[src/rtl/xbar_credit_issuer_pkg.sv]
// Shared mpc types for the xbar credit issuer: configuration, index/credit
// types, channel defaults and the issuer FSM encoding.
package mpc_types;

  typedef struct packed {
    logic [31:0] lsqSize;
  } mpc_u_cfg_t;

  typedef struct packed {
    mpc_u_cfg_t u;
  } mpc_cfg_t;

  localparam mpc_cfg_t Cfg = '{u: '{lsqSize: 32'd32}};

  localparam int unsigned LsqIdxW = $clog2(Cfg.u.lsqSize);
  localparam int unsigned RobW    = 6;

  typedef logic [LsqIdxW-1:0] lsqWidth_t;
  typedef logic [RobW-1:0]    robWidth_t;

  localparam int xbar_chan_num = 3;

  localparam int unsigned XbarChanDepthDef  = 8;
  localparam int unsigned XbarRtnThreshDef  = 4;
  localparam int unsigned XbarRtnTimeoutDef = 16;

  typedef enum logic {
    CRDT_INIT,
    CRDT_RUN
  } crdt_iss_state_e;

  function automatic logic is_onehot3(input logic [2:0] v);
    return ($countones(v) == 1);
  endfunction

endpackage

[src/rtl/xbar_credit_issuer_fifo.sv]
// Single-channel synchronous FIFO of LSQ indices. The head is read
// combinationally through the registered read pointer, so a pushed entry is
// visible the cycle after its push edge. A pop and a push on a full FIFO in
// the same cycle are both honored.
module crdt_chan_fifo
  import mpc_types::*;
#(
  parameter int unsigned Depth = XbarChanDepthDef
) (
  input  logic                         clk,
  input  logic                         rst,
  input  logic                         push_i,
  input  logic                         pop_i,
  input  lsqWidth_t                    wdata_i,
  output lsqWidth_t                    rdata_o,
  output logic [$clog2(Depth+1)-1:0]   occ_o,
  output logic                         empty_o,
  output logic                         full_o
);

  localparam int unsigned PtrW = (Depth > 1) ? $clog2(Depth) : 1;
  localparam int unsigned OccW = $clog2(Depth + 1);

  lsqWidth_t       mem_q [Depth];
  logic [PtrW-1:0] rdPtr_q, rdPtr_d;
  logic [PtrW-1:0] wrPtr_q, wrPtr_d;
  logic [OccW-1:0] occ_q, occ_d;
  logic            doPush, doPop;

  assign empty_o = (occ_q == '0);
  assign full_o  = (occ_q == OccW'(Depth));
  assign occ_o   = occ_q;
  assign rdata_o = empty_o ? '0 : mem_q[rdPtr_q];

  assign doPop  = pop_i & ~empty_o;
  assign doPush = push_i & (~full_o | doPop);

  // Next pointer and occupancy values, wrapping pointers at Depth.
  always_comb begin
    rdPtr_d = rdPtr_q;
    wrPtr_d = wrPtr_q;
    occ_d   = occ_q;
    if (doPop) begin
      rdPtr_d = (rdPtr_q == PtrW'(Depth - 1)) ? '0 : rdPtr_q + PtrW'(1);
    end
    if (doPush) begin
      wrPtr_d = (wrPtr_q == PtrW'(Depth - 1)) ? '0 : wrPtr_q + PtrW'(1);
    end
    if (doPush && !doPop) begin
      occ_d = occ_q + OccW'(1);
    end else if (doPop && !doPush) begin
      occ_d = occ_q - OccW'(1);
    end
  end

  // Pointer and occupancy registers; reset empties the FIFO.
  always_ff @(posedge clk) begin
    if (rst) begin
      rdPtr_q <= '0;
      wrPtr_q <= '0;
      occ_q   <= '0;
    end else begin
      rdPtr_q <= rdPtr_d;
      wrPtr_q <= wrPtr_d;
      occ_q   <= occ_d;
    end
  end

  // Storage write; contents need no reset since occupancy gates the head.
  always_ff @(posedge clk) begin
    if (doPush) begin
      mem_q[wrPtr_q] <= wdata_i;
    end
  end

endmodule

[src/rtl/xbar_credit_issuer.sv]
// Xbar-side credit source for the ISU: advertises each channel's depth after
// reset, buffers accepted requests per channel, and returns freed credits in
// coalesced bursts by threshold or timeout.
module xbar_credit_issuer
  import mpc_types::*;
#(
  parameter int unsigned ChanDepth  = XbarChanDepthDef,
  parameter int unsigned RtnThresh  = XbarRtnThreshDef,
  parameter int unsigned RtnTimeout = XbarRtnTimeoutDef
) (
  input  logic                 clk,
  input  logic                 rst,
  input  logic                 req_valid,
  input  logic [2:0]           req_channel_1hot_id,
  input  lsqWidth_t            req_lsq_idx,
  output logic [2:0]           d_head_vld,
  output lsqWidth_t [2:0]      d_head_idx,
  input  logic [2:0]           d_deq,
  output robWidth_t [2:0]      xbar_crdt_rtn,
  output logic                 init_done,
  output logic                 proto_err
);

  localparam int unsigned OccW = $clog2(ChanDepth + 1);
  localparam int unsigned TmrW = $clog2(RtnTimeout + 1);

  crdt_iss_state_e state_q;
  logic            init_done_q;
  logic            proto_err_q;
  robWidth_t       rtn_q [xbar_chan_num];
  robWidth_t       rtn_d [xbar_chan_num];
  robWidth_t       acc_q [xbar_chan_num];
  robWidth_t       acc_d [xbar_chan_num];
  logic [TmrW-1:0] tmr_q [xbar_chan_num];
  logic [TmrW-1:0] tmr_d [xbar_chan_num];
  robWidth_t       accN  [xbar_chan_num];
  logic [OccW-1:0] occ   [xbar_chan_num];

  logic       run;
  logic       chanOk;
  logic       protoErrSet;
  logic [2:0] fifoEmpty, fifoFull;
  logic [2:0] freed, pushSel, ovf, fire;

  assign run    = (state_q == CRDT_RUN);
  assign chanOk = is_onehot3(req_channel_1hot_id);

  assign d_head_vld  = ~fifoEmpty;
  assign init_done   = init_done_q;
  assign proto_err   = proto_err_q;
  assign protoErrSet = req_valid & (~run | ~chanOk | (|ovf));

  for (genvar g = 0; g < xbar_chan_num; g++) begin : gChan
    assign freed[g]   = run & d_deq[g] & ~fifoEmpty[g];
    assign pushSel[g] = run & req_valid & chanOk & req_channel_1hot_id[g] &
                        (~fifoFull[g] | freed[g]);
    assign ovf[g]     = req_channel_1hot_id[g] & (occ[g] == OccW'(ChanDepth)) & ~freed[g];
    assign xbar_crdt_rtn[g] = rtn_q[g];

    crdt_chan_fifo #(
      .Depth (ChanDepth)
    ) uFifo (
      .clk     (clk),
      .rst     (rst),
      .push_i  (pushSel[g]),
      .pop_i   (freed[g]),
      .wdata_i (req_lsq_idx),
      .rdata_o (d_head_idx[g]),
      .occ_o   (occ[g]),
      .empty_o (fifoEmpty[g]),
      .full_o  (fifoFull[g])
    );
  end

  // Per-channel coalescing: fold this cycle's freed credit into the
  // accumulator and return the lot on threshold or timeout.
  always_comb begin
    for (int i = 0; i < xbar_chan_num; i++) begin
      accN[i] = acc_q[i] + robWidth_t'(freed[i]);
      fire[i] = (accN[i] >= robWidth_t'(RtnThresh)) |
                ((accN[i] != '0) & (tmr_q[i] == TmrW'(RtnTimeout - 1)));
      if (fire[i]) begin
        rtn_d[i] = accN[i];
        acc_d[i] = '0;
        tmr_d[i] = '0;
      end else begin
        rtn_d[i] = '0;
        acc_d[i] = accN[i];
        tmr_d[i] = (accN[i] != '0) ? tmr_q[i] + TmrW'(1) : '0;
      end
    end
  end

  // Issuer FSM: one INIT cycle advertising full depth, then RUN returning
  // coalesced credits until the next reset.
  always_ff @(posedge clk) begin
    if (rst) begin
      state_q     <= CRDT_INIT;
      init_done_q <= 1'b0;
      proto_err_q <= 1'b0;
      for (int i = 0; i < xbar_chan_num; i++) begin
        rtn_q[i] <= '0;
        acc_q[i] <= '0;
        tmr_q[i] <= '0;
      end
    end else begin
      proto_err_q <= proto_err_q | protoErrSet;
      case (state_q)
        CRDT_INIT: begin
          for (int i = 0; i < xbar_chan_num; i++) begin
            rtn_q[i] <= robWidth_t'(ChanDepth);
            acc_q[i] <= '0;
            tmr_q[i] <= '0;
          end
          init_done_q <= 1'b1;
          state_q     <= CRDT_RUN;
        end
        CRDT_RUN: begin
          for (int i = 0; i < xbar_chan_num; i++) begin
            rtn_q[i] <= rtn_d[i];
            acc_q[i] <= acc_d[i];
            tmr_q[i] <= tmr_d[i];
          end
          state_q <= CRDT_RUN;
        end
        default: state_q <= CRDT_INIT;
      endcase
    end
  end

endmodule

[config.mk]
export PLATFORM = sky130hd
export DESIGN_NAME = xbar_credit_issuer
export DESIGN_NICKNAME = d
export VERILOG_FILES = /design/src/rtl/xbar_credit_issuer_pkg.sv /design/src/rtl/xbar_credit_issuer_fifo.sv /design/src/rtl/xbar_credit_issuer.sv
export SDC_FILE = /design/constraint.sdc
export NUM_CORES = 1
export LEC_CHECK = 0
export BUFFER_PORTS_ARGS = -buffer_cell sky130_fd_sc_hd__buf_2
export CORE_ASPECT_RATIO = 1.1
export CORE_UTILIZATION = 50
export CTS_BUF_LIST = sky130_fd_sc_hd__clkbuf_2
export DETAILED_ROUTE_END_ITERATION = 10
export GPL_TIMING_DRIVEN = 0
export PLACE_DENSITY = 0.77
export SYNTH_ARGS = -nofsm -noshare
export SYNTH_HDL_FRONTEND = slang
export SYNTH_SLANG_ARGS = --single-unit
export TNS_END_PERCENT = 5
[constraint.sdc]
create_clock -name clk -period 3.4 [get_ports clk]
set_input_delay 0.17 -clock clk [delete_from_list [all_inputs] [get_ports clk]]
set_output_delay 0.17 -clock clk [all_outputs]
set_load 0.02 [all_outputs]
==> Yosys cells after proc, flatten, opt, wreduce, memory -nomap -nowiden <==
Memory sizes are Yosys's and may differ from the RTL's. A register that Yosys moved wholly into a read port is not among the register bits.
Index checks and enable logic that the tools add are counted.
{ "op_classes": {"addsub": 20, "order_cmp": 3, "eq_ne": 13, "muxes": 66, "n_bitwise": 72, "n_reduce_logical": 22} }
{ "op_table": {"columns": ["op", "n"], "rows": [
  ["two-way mux 6 bit", 18],
  ["two-way mux 5 bit", 15],
  ["two-way mux 3 bit", 12],
  ["AND 1 bit", 30],
  ["bitwise OR 1 bit", 30],
  ["two-way mux 4 bit", 6],
  ["adder 3 x 1 -> 3 bit (second input constant)", 6],
  ["adder 6 x 1 -> 6 bit", 3],
  ["equality test 3 bit (second input constant)", 6],
  ["greater-or-equal comparator 6 x 3 -> 1 bit (second input constant)", 3],
  ["nonzero test 6 bit", 3],
  ["adder 5 x 1 -> 5 bit (second input constant)", 3],
  ["equality test 5 x 4 -> 1 bit (second input constant)", 3],
  ["two-way mux 1 bit", 15],
  ["adder 4 x 1 -> 4 bit (second input constant)", 3],
  ["equality test 4 bit (second input constant)", 3],
  ["logical NOT 4 bit", 3],
  ["subtractor 4 x 1 -> 4 bit (second input constant)", 3],
  ["NOT 1 bit", 11],
  ["logical AND 1 bit", 6],
  ["logical NOT 1 bit", 6],
  ["nonzero test 2 bit", 3],
  ["adder 2 x 1 -> 3 bit", 1],
  ["equality test 3 x 1 -> 1 bit (second input constant)", 1],
  ["3 further kinds", 3]
]} }
{ "totals": {"regBits": 33, "mem_bits_rw": 171, "out_inout_bits": 38, "wordCells": 214, "n_memories": 6} }
{ "mem_list": {"columns": ["name", "depth", "width", "rd", "rd_ports_with_merged_regs", "wr", "line_no", "source"], "rows": [
  ["gChan[0].uFifo.mem_q", 8, 5, 1, 1, 1, "xbar_credit_issuer_fifo.sv:24", "lsqWidth_t mem_q [Depth];"],
  ["gChan[1].uFifo.mem_q", 8, 5, 1, 1, 1, "xbar_credit_issuer_fifo.sv:24", null],
  ["gChan[2].uFifo.mem_q", 8, 5, 1, 1, 1, "xbar_credit_issuer_fifo.sv:24", null],
  ["acc_q", 3, 6, 3, 0, 3, "xbar_credit_issuer.sv:32", "robWidth_t acc_q [xbar_chan_num];"],
  ["rtn_q", 3, 6, 3, 0, 3, "xbar_credit_issuer.sv:30", "robWidth_t rtn_q [xbar_chan_num];"],
  ["tmr_q", 3, 5, 3, 0, 3, "xbar_credit_issuer.sv:34", "logic [TmrW-1:0] tmr_q [xbar_chan_num];"]
]} }

==> Longest topological paths before layout <==
Gate-level depths: netlist (run 1).
{ "logic_depth": {"word_depth": 11, "ltp_mapped": 13, "ltp_nobuf": 12} }

==> Modules after synthesis <==
A second synthesis (run 1) with hierarchy kept.
{ "hier_totals": {"hier_cells": 631, "area_unflattened_um2": 9346.5} }
{ "by_module_without_submodules": {"columns": ["module", "n_inst", "cells_per_inst", "area_per_inst_um2"], "rows": [
  ["crdt_chan_fifo at gChan[0].uFifo ...", 2, 138, 2202.1],
  ["xbar_credit_issuer", 1, 217, 2737.6],
  ["crdt_chan_fifo at gChan[2].uFifo", 1, 138, 2204.6]
]} }

==> Worst setup path after synthesis (run 1) <==
No wires, ideal clock.
{ "synth_path": {"kind": "input to register", "start": "input port req_channel_1hot_id[0]", "end": "register gChan[2].uFifo.occ_q[3]", "setup_time_ns": 0.121, "arrival_time_ns": 2.744, "path_slack_ns": 0.535, "stages": 13, "cell_sequence": "inv_1 -> fa_1 -> nand4b_2 -> a311o_1 -> buf_2 -> inv_2 -> ha_1 -> inv_1 -> ha_1 -> a21oi_1 -> a211oi_1 -> a31oi_1 -> mux2_2"} }
{ "synth_via": {"elab_chain_cells": 10, "elab_cells_between_ends": 12, "cone_classes": "add/sub: 2; eq/ne: 1; mux: 1; bitwise: 4; reduce/logical: 4"} }
{ "synth_rtl": {"columns": ["item", "line_no", "source"], "rows": [
  ["start: declaration", "xbar_credit_issuer.sv:14", "input logic [2:0] req_channel_1hot_id,"],
  ["adder 1 x 1 -> 2 bit (not written as such) (*)", "xbar_credit_issuer_pkg.sv:33", "return ($countones(v) == 1);"],
  ["adder 2 x 1 -> 3 bit (not written as such) (*)", "xbar_credit_issuer_pkg.sv:33", null],
  ["equality test 3 x 1 -> 1 bit (*)", "xbar_credit_issuer_pkg.sv:33", null],
  ["AND 1 bit (*) (3 in series)", "xbar_credit_issuer.sv:55", "assign pushSel[g] = run & req_valid & chanOk & req_channel_1hot_id[g] &"],
  ["AND 1 bit (*)", "xbar_credit_issuer_fifo.sv:36", "assign doPush = push_i & (~full_o | doPop);"],
  ["via gChan[2].uFifo.doPush", "xbar_credit_issuer_fifo.sv:28", "logic doPush, doPop;"],
  ["logical NOT 1 bit", "xbar_credit_issuer_fifo.sv:51", "end else if (doPop && !doPush) begin"],
  ["logical AND 1 bit", "xbar_credit_issuer_fifo.sv:51", null],
  ["nonzero test 2 bit (no line)", null, null],
  ["end signal: assignment", "xbar_credit_issuer_fifo.sv:61", "occ_q <= '0;"],
  ["end signal: assignment", "xbar_credit_issuer_fifo.sv:65", "occ_q <= occ_d;"],
  ["end: declaration", "xbar_credit_issuer_fifo.sv:27", "logic [OccW-1:0] occ_q, occ_d;"]
]} }
Mark *: on every way through the listed nets, which the timed path passes. The rest lies on a longest branch.
A chain may end at the register's enable or synchronous reset.

==> results of run 1 <==
[layout by cell type (no fill, tap or decap), types with 30 or more instances in the layout]
cell type	instances
nor2_1	58
edfxtp_1	171
ha_1	33
a21oi_1	31
dfxtp_1	42
nand2_1	44
clkbuf_2	75
conb_1	63
mux4_2	30
buf_2	56
[worst min-delay path, delay by kind of cell]
kind | cells | cell delay [ns]
simple gates | 1 | 0.13
buf+inv | 3 | 0.38
compound gates | 2 | 0.17
[through the flow]
stage          cells  area (µm²)  hold slack, ns  utilization [%]  setup slack, ns
2_1_floorplan    693        9370           0.269                -            0.535
3_3_place_gp     982        9920           0.449             55.7          0.00754
3_5_place_dp     982        9920           0.459             55.7          -0.0270
4_1_cts         1086       10500          0.0602             59.0           0.0695
5_1_grt         1087       10500          0.0781             59.1          0.00846
6_report        1087       10500           0.149             59.1            0.208
[cell families (layout without fill, tap and decap cells)]
kind of cell | count (synthesis) | in the layout | share of synthesized area (%)
xor+xnor | 26 | 26 | 2.49
buf+inv | 51 | 206 | 2.20
simple gates | 193 | 193 | 10.7
other cells | 2 | 64 | 0.0821
compound gates | 59 | 59 | 4.06
mux | 51 | 51 | 9.73
flops | 213 | 213 | 65.4
fa+ha+maj | 37 | 37 | 5.39
[how the worst min path moves through the flow]
stage                                 from                          to  slack [ns]  cells past startpoint
global placement                 init_done                   init_done        0.45                      2
finish              req_channel_1hot_id[2]   gChan[2].uFifo.wrPtr_q[0]        0.15                      6
floorplan                   req_lsq_idx[0]  gChan[0].uFifo.mem_q[0][0]        0.27                      0
global route        req_channel_1hot_id[2]   gChan[2].uFifo.wrPtr_q[0]        0.08                      6
CTS                 req_channel_1hot_id[2]   gChan[2].uFifo.wrPtr_q[2]        0.06                      6
detailed placement               init_done                   init_done        0.46                      2
[routing by layer]
metal	track usage (%)	vias up	share of wire, %
met4	8.35	0	2.5
li1	-	2697	-
met5	0	-	0
met1	22.0	2592	43
met3	5.21	37	4.9
met2	30.8	104	50
[state kept, by name, summed over array words and instances, names as in the netlist, named ones only]
register	cells
acc_q	18
gChan.uFifo.mem_q	120
gChan.uFifo.occ_o	12
gChan.uFifo.rdPtr_q	9
gChan.uFifo.wrPtr_q	9
init_done	1
proto_err	1
rtn_q	18
run	1
tmr_q	15
[cell type report]
type	count	area [µm²]	share of cell area (%)
diodes	1	2.50	0.0238
plain buffers	25	104	0.987
flip-flops and latches	213	5980	56.8
clock inverters	17	70.1	0.666
repair buffers	63	375	3.57
clock buffers	75	375	3.57
inverters	26	97.6	0.928
multi-input cells	429	3220	30.6
well taps	238	298	2.83
[timing repair]
| item | CTS | global route |
|---|---|---|
| pin swaps | 0 | 0 |
| endpoints found under the hold margin | 147 | 0 |
| setup endpoints to repair | 9 | 8 |
| gates resized for setup | 1 | 2 |
| hold buffers | 12 | 0 |
[where the power goes]
group          total (mW)  internal (mW)  leakage (nW)  switching (mW)
combinational       0.901          0.365          1.66           0.536
clock                1.56          0.591         0.353           0.969
sequential           2.99           2.90          1.94          0.0894
total                5.45           3.85          3.95            1.59
==> impl_table.tex, run 1 <==
\begin{tabular}{lr}
\hline
Metric & Value \\
\hline
\multicolumn{2}{l}{\textbf{Cells and area}} \\
Count of nets after finishing & approximately 860 \\
Number of fillers in the final layout & 1427 \\
Proportion of layout cells with a drive suffix above 1 & between 20 and 25\% \\
Growth of design area from synthesis to finish & 15.1\% \\
\multicolumn{2}{l}{\textbf{Critical path}} \\
Maximum single-stage delay on the critical path & 0.60 ns \\
Top delay family on crit path & simple AND/OR/NAND/NOR gates \\
Kind of capture point of the worst setup path & flip-flop \\
Total number of cells along the worst setup path & 8 \\
Slowest cell on crit path & nor4\_4 \\
Setup CP Type & flip-flop to flip-flop \\
Most frequent cell on the critical path & ha\_1 \\
Cell depth of the worst flop-to-flop path & 8 \\
Worst flop-to-flop path endpoint & tmr\_q[0][6] \\
R2R setup slack & 0.21 ns \\
Critical path, cell by cell & nor4\_4, nor2\_1, ha\_1, ha\_1, and3\_4, or4\_4, a211o\_1, nor3b\_1 \\
Maximum net fanout on the critical path & 7 \\
CP endpoint & tmr\_q[0][6] \\
Launch instance of the worst register-to-register path & gChan[1].uFifo.occ\_o[0] \\
Endpoint arrival time on the critical path & 3.79 ns \\
Worst Setup Start Kind & flip-flop \\
Crit path buffers/inverters & 0 \\
CP Data Required Time & between 3 and 4 ns \\
Origin of the worst setup path & gChan[1].uFifo.occ\_o[0] \\
\multicolumn{2}{l}{\textbf{Routing}} \\
Detailed Routing Iterations Pass 1 & 4 \\
Iteration-0 DRC Markers & 229 \\
Post-route DRC violation count & 0 \\
Detail-routed via count per cell & about 5.0 \\
Via total after detailed routing & 5430 \\
Number of nets still failing antenna checks after routing & 0 \\
Final WL & 16.2 mm \\
Final routed wire length divided by cell count & between 10 and 15 µm \\
\multicolumn{2}{l}{\textbf{Clock network}} \\
Clock tree from TritonCTS & done \\
Root buffer selected by CTS & clkbuf\_2 \\
Cts bufs inserted & a little under 50 \\
H-tree depth reported by CTS & 2 \\
Insertion delay to the later sink of the worst-skew pair & 0.78 ns \\
Largest buffer count on any clock path & 3 \\
Clock Sink Count & 213 \\
Clock-pin slew reported for the worst setup and hold paths after clock tree synthesis & approximately 0.10 ns \\
Post-CTS setup buffers & 0 \\
\multicolumn{2}{l}{\textbf{Place}} \\
Final RePlAce weighted congestion & 0.788 \\
Port-buffer cells & between 50 and 60 \\
Sum of net half-perimeters after detailed placement & around 11 mm \\
\multicolumn{2}{l}{\textbf{Global routing}} \\
Antenna violations before repair & 2 \\
Wire length of the first global-routing pass & between 20 and 30 mm \\
Global-route usage over all layers & between 10\% and 20\% \\
Vias in the first global route & approximately 5600 \\
Pin count of the biggest net entering global routing & 25 \\
Total congestion overflow & 0 \\
\multicolumn{2}{l}{\textbf{Synth}} \\
Number of register bits inferred by synthesis & 213 \\
EDFF count, synth & 171 \\
Synth warn & 0 \\
Mapped cell area & 9140 µm² \\
Cells after synthesis & $\sim$630 \\
Most area-hungry cell type in the Yosys netlist & edfxtp\_1 \\
Distinct cell type count after synthesis & between 40 and 50 \\
Synth area leaders & edfxtp\_1, dfxtp\_1, mux4\_2 \\
Area share of the largest cell type after synthesis & 56.2\% \\
Top post-synthesis cells by count & edfxtp\_1, nor2\_1, nand2\_1 \\
Predominant post-synthesis flop cell & edfxtp\_1 \\
Fraction of synthesis flops using an asynchronous set or reset pin & 0\% \\
Post-synthesis sequential area ratio & 65.4\% \\
Dominant cell by count in the synthesized netlist & edfxtp\_1 \\
Avg Inst Size Synth & $\sim$14 µm² \\
\multicolumn{2}{l}{\textbf{Die}} \\
Overall die width & between 100 and 150 µm \\
Rows & 51 \\
Core Area & $\sim$18000 µm² \\
Total die area & $\sim$19000 µm² \\
Vertical die dimension & between 100 and 150 µm \\
Starting utilization of the core area & $\sim$50\% \\
Top Ports & 52 \\
\multicolumn{2}{l}{\textbf{STA}} \\
Final TNS setup & 0 ns \\
Number of max-slew violations in the final report & 0 \\
Worst Tran Pin Value & roughly 1.2 ns \\
Post-route clock skew & 0.0393 ns \\
Max Fclk & roughly 310 MHz \\
Slew margin rel. & between 10\% and 20\% \\
Final hold violation count & 0 \\
Setup repair after global routing missed its margin & false \\
Period utilization & a little over nine tenths \\
Post-layout min period & roughly 3.2 ns \\
Number of endpoints failing setup at the final stage & 0 \\
\multicolumn{2}{l}{\textbf{Status}} \\
Status & finished clean \\
\multicolumn{2}{l}{\textbf{Pwr}} \\
Peak ir drop on the vdd network & about 0.37 mV \\
Static leakage power & between 3 and 4 nW \\
Cell Pwr Density & about 520 nW/µm² \\
Total power & approximately 5.4 mW \\
\multicolumn{2}{l}{\textbf{Run}} \\
Number of maximum-capacitance violations & 0 \\
\multicolumn{2}{l}{\textbf{Hold path}} \\
Type of the most critical hold path & input port to flip-flop \\
\hline
\end{tabular}
No activity file was read; power rests on OpenSTA's default activity.
==> run 2, diff against run 1 <==
- ABC_AREA: unset -> 1
==> impl_table.tex, run 2 <==
\begin{tabular}{lr}
\hline
Metric & Value \\
\hline
\multicolumn{2}{l}{\textbf{Run}} \\
Number of maximum-capacitance violations & 0 \\
\multicolumn{2}{l}{\textbf{Global routing}} \\
Antenna violations before repair & 1 \\
Pin count of the biggest net entering global routing & 25 \\
Total congestion overflow & 0 \\
Global-route usage over all layers & $\sim$18\% \\
Vias in the first global route & 6281 \\
Wire length of the first global-routing pass & between 20 and 30 mm \\
\multicolumn{2}{l}{\textbf{Critical path}} \\
Endpoint arrival time on the critical path & approximately 3.3 ns \\
Cell depth of the worst flop-to-flop path & 14 \\
Maximum net fanout on the critical path & 7 \\
Worst Setup Start Kind & flip-flop \\
Kind of capture point of the worst setup path & flip-flop \\
R2R setup slack & $\sim$0.62 ns \\
CP Data Required Time & 3.89 ns \\
Setup CP Type & flip-flop to flip-flop \\
Worst flop-to-flop path endpoint & rtn\_q[0][14] \\
Launch instance of the worst register-to-register path & gChan[2].uFifo.occ\_o[0] \\
\multicolumn{2}{l}{\textbf{Cells and area}} \\
Post-Layout Inst Area & roughly 11000 µm² \\
Sequential Area & 5980 µm² \\
Top register by number of flip-flops & gChan.uFifo.mem\_q \\
Top flop regs & gChan.uFifo.mem\_q: 120 flops, acc\_q: 18 flops, rtn\_q: 18 flops \\
Multi-input logic area & 3190 µm² \\
Number of flip-flops under the largest register name & between 100 and 150 \\
Count of nets after finishing & between 1000 and 1500 \\
End-of-flow core utilization & 58.7\% \\
Top library cells by usage in the layout, fill and taps aside & nor2\_1, edfxtp\_1, o21ai\_0 \\
Most common library cell in the layout ignoring fill and taps & nor2\_1 \\
Number of fillers in the final layout & approximately 1600 \\
Proportion of layout cells with a drive suffix above 1 & between 15 and 20\% \\
Final cell count without fillers & between 1000 and 1500 \\
Growth of design area from synthesis to finish & 15.3\% \\
\multicolumn{2}{l}{\textbf{Die}} \\
Vertical die dimension & between 100 and 150 µm \\
Core Area & between 15000 and 20000 µm² \\
Overall die width & about 130 µm \\
Rows & 52 \\
Starting utilization of the core area & between 50\% and 60\% \\
Top Ports & 52 \\
Total die area & 19200 µm² \\
\multicolumn{2}{l}{\textbf{STA}} \\
Post-route clock skew & 0.0433 ns \\
Max Fclk & between 300 and 400 MHz \\
Final TNS setup & 0 ns \\
Post-layout min period & 2.78 ns \\
Setup repair after global routing missed its margin & false \\
Number of max-slew violations in the final report & 0 \\
Number of endpoints failing setup at the final stage & 0 \\
Worst Tran Pin Value & 0.665 ns \\
Worst path setup slack after routing & between 0.6 and 0.7 ns \\
Final hold violation count & 0 \\
Slew margin rel. & around 56\% \\
Period utilization & 81.7\% \\
\multicolumn{2}{l}{\textbf{Routing}} \\
Detail-routed via count per cell & between 4 and 5 \\
Post-route DRC violation count & 0 \\
Final routed wire length divided by cell count & approximately 13 µm \\
Number of nets still failing antenna checks after routing & 0 \\
Iteration-0 DRC Markers & 324 \\
Detailed Routing Iterations Pass 1 & 5 \\
Final WL & around 17 mm \\
Via total after detailed routing & around 6400 \\
\multicolumn{2}{l}{\textbf{Synth}} \\
EDFF count, synth & between 150 and 200 \\
Area share of the largest cell type after synthesis & 55.0\% \\
Post-synthesis sequential area ratio & 64.0\% \\
Distinct cell type count after synthesis & 36 \\
Most area-hungry cell type in the Yosys netlist & edfxtp\_1 \\
Synth area leaders & edfxtp\_1, dfxtp\_1, nor2\_1 \\
Fraction of synthesis flops using an asynchronous set or reset pin & 0\% \\
Mapped cell area & 9330 µm² \\
Predominant post-synthesis flop cell & edfxtp\_1 \\
Number of register bits inferred by synthesis & around 210 \\
Top post-synthesis cells by count & nor2\_1, edfxtp\_1, o21ai\_0 \\
Cells after synthesis & $\sim$860 \\
Dominant cell by count in the synthesized netlist & nor2\_1 \\
Avg Inst Size Synth & between 10 and 15 µm² \\
Synth warn & 0 \\
\multicolumn{2}{l}{\textbf{Pwr}} \\
Peak ir drop on the vdd network & approximately 0.25 mV \\
Cell Pwr Density & about 500 nW/µm² \\
Static leakage power & 4.42 nW \\
\multicolumn{2}{l}{\textbf{Clock network}} \\
Post-CTS setup buffers & 0 \\
Gates resized, CTS repair & 0 \\
Clock-pin slew reported for the worst setup and hold paths after clock tree synthesis & 0.12 ns \\
Largest buffer count on any clock path & 3 \\
Clock tree from TritonCTS & done \\
Root buffer selected by CTS & clkbuf\_2 \\
H-tree depth reported by CTS & 2 \\
Insertion delay to the later sink of the worst-skew pair & 0.77 ns \\
Cts bufs inserted & 49 \\
Clock Sink Count & approximately 210 \\
\multicolumn{2}{l}{\textbf{Hold path}} \\
Endpoint of the worst hold-timing path & gChan[2].uFifo.mem\_q[6][4] \\
Worst hold path depth & 6 \\
Start point of the worst hold path & req\_channel\_1hot\_id[2] \\
Type of the most critical hold path & input port to flip-flop \\
\multicolumn{2}{l}{\textbf{Place}} \\
Sum of net half-perimeters after detailed placement & 11.5 mm \\
Number of placed cells counting well taps & between 1000 and 1500 \\
Post-detailed-placement cell area & a little over 10000 µm² \\
Port-buffer cells & 50 \\
Setup slack at placement & 0.599 ns \\
Final RePlAce weighted congestion & roughly 0.82 \\
\multicolumn{2}{l}{\textbf{Status}} \\
Status & finished clean \\
\hline
\end{tabular}
-- run 2: critical path, cell delays in order (launching register included) --
cell,delay (ns)
dfxtp_1,0.34
inv_1,0.11
nand2_1,0.06
nor2_1,0.18
nand2_1,0.23
nand3_1,0.22
inv_1,0.12
ha_1,0.22
ha_1,0.21
xnor2_1,0.27
nand3_1,0.12
nor2_1,0.20
nand2_1,0.08
nand2_1,0.12
nor2_1,0.05
-- run 2: how the worst max path moves through the flow --
stage	start	endpoint	slack, ns	cells after the start
final	gChan[2].uFifo.occ_o[0]	rtn_q[0][14]	0.62	14
after global placement	req_channel_1hot_id[0]	gChan[1].uFifo.occ_o[3]	0.64	17
after CTS	gChan[2].uFifo.occ_o[0]	rtn_q[0][13]	0.63	14
after global routing	gChan[2].uFifo.occ_o[0]	rtn_q[0][13]	0.34	14
after floorplan	gChan[2].uFifo.occ_o[0]	rtn_q[0][14]	0.98	14
after detailed placement	req_channel_1hot_id[0]	gChan[1].uFifo.occ_o[3]	0.60	17
-- run 2: layout make-up --
type / count / area share [%]
plain buffers: 19 / 0.849
inverters: 80 / 2.80
clock inverters: 19 / 0.953
well taps: 243 / 2.82
repair buffers: 68 / 4.00
flip-flops and latches: 213 / 55.5
diodes: 1 / 0.0233
multi-input cells: 606 / 29.7
clock buffers: 72 / 3.35
-- run 2: cells by family after synthesis --
| group | after synthesis | share of synthesized area, % |
|---|---|---|
| AOI/OAI and AO/OA | 145 | 8.23 |
| xor gates and xnor gates | 20 | 1.88 |
| adders and majority gates | 37 | 5.28 |
| buffers and inverters | 99 | 4.21 |
| DFF | 213 | 64.0 |
| muxes | 15 | 1.61 |
| other | 2 | 0.0805 |
| and+or+nand+nor | 326 | 14.7 |
-- run 2: stage by stage --
stage	total power [mW]	hold slack (ns)
floorplan	3.62	0.269
global placement	3.84	0.431
detailed placement	3.86	0.443
CTS	5.51	0.108
global route	5.77	0.157
finish	5.45	0.165
-- run 2: metal layers --
metal	share of wire [%]	vias to the layer above	track usage [%]
met5	0	-	0
met4	2.5	0	8.05
met3	5.0	37	4.02
met2	49	138	31.3
met1	43	2941	22.4
li1	-	3264	-
-- run 2: repair_timing --
item | 4_1_cts | 5_1_grt
endpoints found under the hold margin | 154 | 0
hold buffers | 18 | 0
endpoints found under the setup margin | 0 | 0
-- run 2: power by group --
| group | internal [mW] | leakage [nW] | switching [mW] |
|---|---|---|---|
| Combinational | 0.292 | 2.12 | 0.559 |
| Sequential | 2.90 | 1.94 | 0.0702 |
| Clock | 0.649 | 0.356 | 0.977 |
==> run 3, diff against run 2 <==
- ABC_AREA: 1 -> 0
- PLACE_DENSITY: 0.77 -> 0.8
- clock period: 3.4 -> 2.5 ns (I/O delays scaled with it)
==> impl_table.tex, run 3 (synthesized netlist as in run 1, its figures left out) <==
\begin{tabular}{lr}
\hline
Metric & Value \\
\hline
\multicolumn{2}{l}{\textbf{Critical path}} \\
Endpoint arrival time on the critical path & around 3.1 ns \\
Worst Setup Start Kind & flip-flop \\
Critical path, cell by cell & nor4\_4, nor2\_2, ha\_4, ha\_2, and3\_4, or4\_4, a211o\_4, nor3b\_1 \\
Maximum net fanout on the critical path & 5 \\
Kind of capture point of the worst setup path & flip-flop \\
Slowest cell on crit path & or4\_4 \\
CP Data Required Time & slightly above 3 ns \\
Setup CP Type & flip-flop to flip-flop \\
Maximum single-stage delay on the critical path & 0.43 ns \\
Cell depth of the worst flop-to-flop path & 8 \\
\multicolumn{2}{l}{\textbf{Cells and area}} \\
Number of flip-flops under the largest register name & 120 \\
Most common library cell in the layout ignoring fill and taps & edfxtp\_1 \\
Post-Layout Inst Area & between 10000 and 15000 µm² \\
Top flop regs & gChan.uFifo.mem\_q: 120 flops, acc\_q: 18 flops, rtn\_q: 18 flops \\
Top register by number of flip-flops & gChan.uFifo.mem\_q \\
Top library cells by usage in the layout, fill and taps aside & edfxtp\_1, clkbuf\_2, conb\_1 \\
Ant. Diodes & 0 \\
Number of fillers in the final layout & around 1300 \\
Count of nets after finishing & just under 900 \\
End-of-flow core utilization & about three fifths \\
Growth of design area from synthesis to finish & 20.0\% \\
Proportion of layout cells with a drive suffix above 1 & roughly 28\% \\
\multicolumn{2}{l}{\textbf{Routing}} \\
Iteration-0 DRC Markers & roughly 250 \\
Detail-routed via count per cell & around 5.0 \\
Number of nets still failing antenna checks after routing & 0 \\
Detailed Routing Iterations Pass 1 & 5 \\
Via total after detailed routing & between 5000 and 6000 \\
Final WL & between 15 and 20 mm \\
Final routed wire length divided by cell count & between 10 and 15 µm \\
Post-route DRC violation count & 0 \\
\multicolumn{2}{l}{\textbf{Clock network}} \\
Clock-pin slew reported for the worst setup and hold paths after clock tree synthesis & 0.10 ns \\
Insertion delay to the later sink of the worst-skew pair & 0.76 ns \\
Clock tree from TritonCTS & done \\
Cts bufs inserted & between 50 and 60 \\
Clock Sink Count & between 200 and 250 \\
Largest buffer count on any clock path & 3 \\
Root buffer selected by CTS & clkbuf\_2 \\
H-tree depth reported by CTS & 2 \\
\multicolumn{2}{l}{\textbf{Die}} \\
Top Ports & 52 \\
Rows & 51 \\
Core Area & between 15000 and 20000 µm² \\
Overall die width & around 130 µm \\
Total die area & 18800 µm² \\
Vertical die dimension & between 100 and 150 µm \\
Starting utilization of the core area & between 50\% and 60\% \\
\multicolumn{2}{l}{\textbf{Global routing}} \\
Wire length of the first global-routing pass & 26.7 mm \\
Total congestion overflow & 0 \\
Global-route usage over all layers & a little under a fifth \\
Vias in the first global route & $\sim$5700 \\
Antenna violations before repair & 0 \\
Pin count of the biggest net entering global routing & 25 \\
\multicolumn{2}{l}{\textbf{STA}} \\
Worst Tran Pin Value & 1.19 ns \\
Number of max-slew violations in the final report & 0 \\
Worst path setup slack after routing & -0.0648 ns \\
Max Fclk & slightly below 400 MHz \\
Period utilization & 103\% \\
Final hold violation count & 0 \\
Post-layout min period & about 2.6 ns \\
Post-route clock skew & approximately 0.033 ns \\
Setup repair after global routing missed its margin & true \\
Worst hold-check slack & 0.0818 ns \\
Slew margin rel. & about a fifth \\
Number of endpoints failing setup at the final stage & 9 \\
\multicolumn{2}{l}{\textbf{Pwr}} \\
Combinational cell fraction of total power & 18.0\% \\
Peak ir drop on the vdd network & around 0.35 mV \\
Static leakage power & roughly 4.1 nW \\
Sw power & roughly 2.2 mW \\
Cell Pwr Density & 708 nW/µm² \\
Proportion of power drawn by flip-flops and latches & between 50 and 60\% \\
Clock group share of total power & roughly 30\% \\
Internal power & $\sim$5.6 mW \\
Fraction of power spent switching nets & around 28\% \\
\multicolumn{2}{l}{\textbf{Place}} \\
Port-buffer cells & 51 \\
Sum of net half-perimeters after detailed placement & $\sim$11 mm \\
Post-detailed-placement cell area & a little over 10000 µm² \\
Final RePlAce weighted congestion & 0.841 \\
\multicolumn{2}{l}{\textbf{Hold path}} \\
Type of the most critical hold path & input port to flip-flop \\
Worst hold path depth & 6 \\
\multicolumn{2}{l}{\textbf{Status}} \\
Failing checks & negative setup slack \\
Status & complete, but fails checks \\
\multicolumn{2}{l}{\textbf{Run}} \\
Number of maximum-capacitance violations & 0 \\
\hline
\end{tabular}
[run 3: metrics by stage]
step                      power, mW  setup TNS (ns)  setup slack [ns]  cells
after global placement         5.37          -34.30            -0.551    982
final                          7.77          -0.330           -0.0648   1095
after floorplan                5.04          -0.145           -0.0447    693
after CTS                      7.81           -2.28            -0.177   1092
after detailed placement       5.40          -41.60            -0.568    982
after global routing           8.20           -1.30            -0.160   1095
[run 3: layout make-up]
type	instances	area, µm²	area share [%]
Clock inverter	18	120	1.10
Tap cell	238	298	2.72
Clock buffer	74	370	3.38
Buffer	25	164	1.49
Sequential cell	213	5990	54.6
Inverter	26	113	1.03
Multi-Input combinational cell	429	3470	31.6
Timing Repair Buffer	72	447	4.07
[run 3: path summary, 6_finish.rpt]
kind / end / from / slack, ns
setup / recovery: tmr_q[0][6] / gChan[1].uFifo.occ_o[0] / -0.06
hold reg to reg: init_done / init_done / 0.47
hold / removal: gChan[0].uFifo.wrPtr_q[0] / req_channel_1hot_id[0] / 0.08
setup reg to reg: tmr_q[0][6] / gChan[1].uFifo.occ_o[0] / -0.06
[run 3: critical path, delay by kind of cell, from the launching register on]
family | cells | cell delay, ns
flops | 1 | 0.39
fa+ha+maj | 2 | 0.40
compound gates | 1 | 0.37
simple gates | 5 | 1.23
[run 3: timing repair]
item,in CTS,in global routing
resized for setup,19,35
pin swaps,7,8
hold buffers,15,0
setup buffers,3,2
setup endpoints to repair,75,94
gates cloned,0,1
hold endpoints to repair,156,0
[run 3: routing by layer]
metal,track usage [%],share of wire [%],vias to the layer above
li1,-,-,2724
met1,22.5,43,2632
met2,31.9,51,99
met3,4.88,4.9,28
met4,6.72,1.8,0
met5,0,0,-
[run 3: power by group through the flow]
stage / combinational [mW] / clock (mW) / sequential [mW]
after floorplan: 0.893 / 0 / 4.15
after CTS: 1.35 / 2.39 / 4.07
after global routing: 1.55 / 2.55 / 4.10
final: 1.40 / 2.29 / 4.09
after global placement: 1.23 / 0 / 4.14
after detailed placement: 1.26 / 0 / 4.14
